## config.mk

```make
export PLATFORM = sky130hd
export DESIGN_NAME = special_merge
export DESIGN_NICKNAME = d
export VERILOG_FILES = /design/src/rtl/special_merge.sv
export SDC_FILE = /design/constraint.sdc
export NUM_CORES = 1
export LEC_CHECK = 0
export ABC_AREA = 1
export CORE_AREA = 2 2 71 73
export CTS_CLUSTER_DIAMETER = 150
export DETAILED_ROUTE_END_ITERATION = 7
export DIE_AREA = 0 0 73 75
export HOLD_SLACK_MARGIN = 0.02
export PLACE_DENSITY = 0.85
export SYNTH_ARGS = -nofsm -noshare
export SYNTH_HDL_FRONTEND = slang
export SYNTH_SLANG_ARGS = --single-unit
```

## constraint.sdc

```tcl
create_clock -name clk -period 1.1 [get_ports clk]
set_input_delay 0.11 -clock clk [delete_from_list [all_inputs] [get_ports clk]]
set_output_delay 0.11 -clock clk [all_outputs]
set_load 0.03 [all_outputs]
```

## src/rtl/special_merge.sv

```systemverilog
// FP16 sqrt result-assembly stage: resolves special operands directly, hands the rest to the sqrt core, holds the merged result under valid/ready.
// Optional watchdog on the core wait is enabled by defining SPECIAL_MERGE_TIMEOUT_EN.
module special_merge #(
  parameter int unsigned TIMEOUT = 64
) (
  input  logic        clk,
  input  logic        rst_n,
  input  logic        enable,
  input  logic        s_valid,
  output logic        s_ready,
  input  logic        is_nan,
  input  logic        is_pinf,
  input  logic        is_ninf,
  input  logic        is_normal,
  input  logic        is_subnormal,
  input  logic        sign_in,
  input  logic [4:0]  exp_in,
  input  logic [9:0]  mant_in,
  output logic        core_start,
  output logic [4:0]  op_exp,
  output logic [9:0]  op_mant,
  input  logic        core_done,
  input  logic [4:0]  core_exp,
  input  logic [9:0]  core_mant,
  output logic        result_valid,
  input  logic        out_ready,
  output logic [15:0] result,
  output logic        timeout_err
);

  typedef enum logic [1:0] {IDLE, WAIT, HOLD} state_e;

  state_e      state_q, state_d;
  logic [15:0] result_q, result_d;
  logic        result_valid_q, result_valid_d;
  logic        core_start_q, core_start_d;
  logic [4:0]  op_exp_q, op_exp_d;
  logic [9:0]  op_mant_q, op_mant_d;
  logic        timeout_err_q, timeout_err_d;

`ifdef SPECIAL_MERGE_TIMEOUT_EN
  localparam int unsigned CW = $clog2(TIMEOUT);
  logic [CW-1:0] cnt_q, cnt_d;
`endif

  always_comb begin
    state_d       = state_q;
    result_d      = result_q;
    op_exp_d      = op_exp_q;
    op_mant_d     = op_mant_q;
    core_start_d  = 1'b0;
    timeout_err_d = 1'b0;
`ifdef SPECIAL_MERGE_TIMEOUT_EN
    cnt_d         = cnt_q;
`endif
    if (enable) begin
      case (state_q)
        IDLE: if (s_valid) begin
          state_d = HOLD;
          if (is_nan)       result_d = {sign_in, exp_in, mant_in};
          else if (is_ninf) result_d = 16'hFE00;
          else if (is_pinf) result_d = 16'h7C00;
          else if (!is_normal && !is_subnormal) result_d = {sign_in, 15'h0};
          else begin
            state_d      = WAIT;
            op_exp_d     = exp_in;
            op_mant_d    = mant_in;
            core_start_d = 1'b1;
`ifdef SPECIAL_MERGE_TIMEOUT_EN
            cnt_d        = '0;
`endif
          end
        end
        WAIT: begin
          // core_done beats a watchdog expiry landing on the same cycle
          if (core_done) begin
            state_d  = HOLD;
            result_d = {1'b0, core_exp, core_mant};
          end
`ifdef SPECIAL_MERGE_TIMEOUT_EN
          else if (cnt_q == CW'(TIMEOUT - 1)) begin
            state_d       = HOLD;
            result_d      = 16'h7E00;
            timeout_err_d = 1'b1;
          end else begin
            cnt_d = cnt_q + CW'(1);
          end
`endif
        end
        HOLD: if (out_ready) state_d = IDLE;
        default: state_d = IDLE;
      endcase
    end
    result_valid_d = (state_d == HOLD);
  end

  always_ff @(posedge clk) begin
    if (!rst_n) begin
      state_q        <= IDLE;
      result_q       <= '0;
      result_valid_q <= 1'b0;
      core_start_q   <= 1'b0;
      op_exp_q       <= '0;
      op_mant_q      <= '0;
      timeout_err_q  <= 1'b0;
`ifdef SPECIAL_MERGE_TIMEOUT_EN
      cnt_q          <= '0;
`endif
    end else begin
      state_q        <= state_d;
      result_q       <= result_d;
      result_valid_q <= result_valid_d;
      core_start_q   <= core_start_d;
      op_exp_q       <= op_exp_d;
      op_mant_q      <= op_mant_d;
      timeout_err_q  <= timeout_err_d;
`ifdef SPECIAL_MERGE_TIMEOUT_EN
      cnt_q          <= cnt_d;
`endif
    end
  end

  assign s_ready      = (state_q == IDLE);
  assign core_start   = core_start_q;
  assign op_exp       = op_exp_q;
  assign op_mant      = op_mant_q;
  assign result_valid = result_valid_q;
  assign result       = result_q;
  assign timeout_err  = timeout_err_q;

endmodule

```

### After elaboration in Yosys (flattened, before gate mapping)

Cells that the tools add are included.

| cells by class | value |
|---|---|
| equal/unequal tests | 6 |
| multiplexer cells | 17 |
| bitwise logic cells | 8 |
| reductions and logical operators | 8 |

Operators by type and width:

| kind | number |
|---|---|
| $mux W16 | 6 |
| $pmux W16 S2 | 1 |
| $mux W2 | 8 |
| $not A1 Y1 | 8 |
| $reduce_and A7 Y1 | 1 |
| $reduce_or A7 Y1 | 1 |
| $pmux W2 S3 | 1 |
| $ne A5 B1 Y1 const B | 1 |
| $reduce_and A5 Y1 | 1 |
| $eq A2 B2 Y1 const B | 2 |
| $ne A2 B2 Y1 const B | 2 |
| $eq A2 B1 Y1 const B | 1 |
| $logic_not A1 Y1 | 2 |
| $logic_not A2 Y1 | 1 |
| $reduce_bool A2 Y1 | 1 |
| $logic_and A1 B1 Y1 | 1 |
| $mux W1 | 1 |

| word-level totals | value |
|---|---|
| register bits | 35 |
| input bits | 42 |
| output and inout port bits | 35 |
| word-level logic and storage cells | 45 |

### Longest topological paths before layout

| depth | value |
|---|---|
| depth in word-level cells | 10 |
| depth in mapped cells | 9 |
| gate-level depth less buffers | 8 |

### Worst setup path after synthesis

Ideal clock, no wire load.

| timing path | value |
|---|---|
| kind | reg2reg |
| from | register state_q[0] |
| to | register result_q[0] (netlist: result[0]) |
| library setup time | 113 ps |
| arrival time | 1300 ps |
| required time | 987 ps |
| setup slack | -313 ps |
| stages on the path, launching flop included | 8 |
| buffers on the path | 1 |
| clock period less this slack | 1413 ps |
| cells stage by stage | dfxtp_1 nor2_2 nand3_1 nand2_1 inv_2 buf_6 nor2_1 nor2_1 |

| between the ends | value |
|---|---|
| cells in the longest elaborated chain, start to end | 3 |
| elaborated cells on any way between the ends | 8 |
| those cells by class | eq/ne (4); mux (1); reduce/logical (3) |

RTL lines:

| what | RTL line | RTL |
|---|---|---|
| from (decl) | 33 | `state_e state_q, state_d;` |
| from (signal assigned) | 110 | `state_q <= state_d;` |
| $logic_not A2 Y1 (*) | - |  |
| net s_ready | 10 | `output logic s_ready,` |
| $ne A5 B1 Y1 (no line), or another cell as far along | - |  |
| $reduce_and A5 Y1 (no line) | - |  |
| to (signal assigned) | 111 | `result_q <= result_d;` |
| to (decl) | 34 | `logic [15:0] result_q, result_d;` |

Mark *: on every way through the listed nets, which the timed path passes. The rest lies on a longest branch.
A chain may end at the register's enable or synchronous reset.

### Worst setup path in the final report

| timing path | value |
|---|---|
| from | register state_q[1] |
| to | register op_mant_q[0] (netlist: op_mant[0]) |

| between the ends | value |
|---|---|
| cells in the longest elaborated chain, start to end | 2 |

RTL lines:

| what | RTL line | RTL |
|---|---|---|
| $logic_not A2 Y1 | 57 | `case (state_q)` |
| $reduce_and A7 Y1 (no line) | - |  |
| to (signal assigned) | 115 | `op_mant_q <= op_mant_d;` |
| to (decl) | 38 | `logic [9:0] op_mant_q, op_mant_d;` |

Every way passes these cells.

==> out/qor.yml <==
num_rows: 25
cts-root-buf: "clkbuf_8"
postLayoutSetupSlackWorst_ps: -124
setup-violations-final: 33
cp_max_fo: 10
cts.sinks: 35
die_w_um: 73
violations: "negative setup slack"
ant_nets: 0
hold_path_depth: 6
crit_chain: "nor2_4, nand3_2, nor2_4, buf_6, buf_4, a21oi_2"
diodes: 0
wl_per_cell_um: 13.2
fmax_mhz: 817
seq_area_frac_synth_pct: 41.7
remaining_drc_errors: 0
syn_nets: 287
start_kind: "flop"
worstHoldStart: "is_pinf"
hpwlAfterDp_um: 3640
syn_area_per_cell_um2: 6.85
final_cell_mix: "buf_4 (49), nand2_1 (44), nor2_1 (42), clkdlybuf4s50_1 (36), dfxtp_1 (33)"
ys_types: 22
clk_path_buf_depth: 2
ys_seq_elements: 35
dieHeight_um: 75
end_kind: "flop"
n_fill_cell: 416
cts.clk_slew.worst_paths_ps: 80
crit_buf_inv: 2
dieArea_mm2: 0.00548
period_share_pct: 111
cap_viol_max_count: 0
netlist_instances: 245
syn_area_mm2: 0.00168
grt-ovfl-total: 0
dp_slack_ps: -473
drive_gt1_share_pct: 31.4
r2r_end: "op_mant[0]"
grt_pass1_wl_um: 8280
rsz0062_at_grt: "yes"
numPortBuffers: 75
crit_slowest_cell: "dfxtp_4"
area_growth_pct: 69.0
cpMostUsedCell: "nor2_4"
hold_end: "state_q[0]"
period_minus_slack_ps: 1220
vias: 1927
critPathRequiredTime_ps: 1280
cp_top_family: "simple AND/OR/NAND/NOR gates"
gr-usage-all-layers_pct: 19.6
reg2reg_depth: 6
cts_tree: "built"
ff2ff_setup_slack_ps: -120
hold_path.class: "in2reg"
dr.pass1.iters: 5
final_nets: 382
hold_viol: 0
antenna_found_initial: 0
cellLeakagePower_nw: 1.36
layout_commonest_cell: "buf_4"
place_congestion: 0.881
final_cells: 395
slew_violations: 0
grt_start_max_net_pins: 34
wl_um: 5230
status: "finished with violations"
worstReg2RegStart: "state_q[1]"
critPathKind: "reg2reg"
crit_arrival_ps: 1400
via_per_inst: 4.88
slowest_delay_ps: 370
drtIter0Drc: 135
p_per_area_mw_per_mm2: 1170
placedCellCount: 382
yosysWarningCount: 0
core_area_mm2: 0.00466
path_depth: 6
htreeDepth: 2
start_util_pct: 36.0
design.portCount: 77
cts_buffers: 5
fin_skew_ps: 4.75
clk_latency_ps: 290
grt_pass1_vias: 1829
vdd_drop_max_mv: 0.605
==> how the worst max path moves through the flow <==
stage | startpoint | end | slack (ps)
detailed placement | is_nan | result[10] | -470
finish | state_q[1] | op_mant[0] | -120
CTS | state_q[1] | op_mant[0] | -120
global route | state_q[1] | op_mant[0] | -210
global placement | is_nan | op_mant[2] | -420
floorplan | state_q[1] | op_exp[0] | -110
==> Yosys cell counts (all sizes together) <==
cell	number	area [µm²]
nor2	53	211
nand2	49	184
dfxtp	35	701
o21ai	29	145
inv	23	86.3
nand3	19	100
a21oi	12	78.8
buf	12	93.8
or2	5	31.3
o31ai	4	30.0
clkbuf	2	7.51
conb	1	3.75
nand4	1	6.26
==> what timing repair did <==
action / in CTS / in global routing
hold buffers: 0 / 0
endpoints found under the setup margin: 35 / 37
buffers inserted: 2 / 1
resized for setup: 29 / 26
gates cloned: 0 / 2
pin swaps: 4 / 4
==> registers in the layout, summed over array words and instances, names as in the netlist <==
signal / count
op_mant: 10
result: 16
state_q: 2
result_valid: 1
op_exp: 5
core_start: 1
==> layout make-up <==
class / instances / area [µm²] / area share [%]
multi-input combinational: 173 / 913 / 32.2
sequential: 35 / 708 / 25.0
tap: 54 / 67.6 / 2.38
timing repair buffer: 102 / 940 / 33.1
clock inverter: 3 / 43.8 / 1.54
inverter: 23 / 96.3 / 3.40
clock buffer: 5 / 68.8 / 2.43
==> metrics by stage <==
step	cell area, µm²	util (%)	TNS [ps]	power [W]	hold WS [ps]
2_1_floorplan	1700	-	-2680	0.00176	245
3_3_place_gp	2540	54.5	-13460	0.00209	458
3_5_place_dp	2540	54.5	-15180	0.00211	461
4_1_cts	2750	59.0	-2430	0.00329	385
5_1_grt	2840	60.9	-5540	0.00346	388
6_report	2840	60.9	-2810	0.00331	352
==> worst min-delay path, delay by kind of cell <==
kind	cells	cell delay [ps]
AO/OA/AOI/OAI	1	60
buffers and inverters	1	150
AND/OR/NAND/NOR	4	290
==> report_power, final <==
| group | leakage (nW) | internal (W) | switching [W] | total [W] |
|---|---|---|---|---|
| Combinational | 1.01 | 0.000376 | 0.000407 | 0.000783 |
| Clock | 0.0581 | 0.000675 | 0.000488 | 0.00116 |
| Sequential | 0.287 | 0.00132 | 0.0000403 | 0.00136 |
==> cell families (layout without fill, tap and decap cells) <==
logic type             count (synthesis)  count (layout)  synth area share (%)
flip-flops                            35              35                  41.7
other                                  1               1                 0.223
AO/OA/AOI/OAI                         45              45                  15.1
buffers and inverters                 37             133                  11.2
AND/OR/NAND/NOR                      127             127                  31.7
==> routing by layer <==
metal / track usage [%] / vias to the layer above / share of wire (%)
met5: 0 / - / 0
met4: 5.97 / 0 / 1.1
met3: 5.22 / 6 / 7.0
met2: 34.9 / 73 / 51
met1: 23.2 / 881 / 41
li1: - / 967 / -
Note: power is estimated with default switching activity, not from simulation.
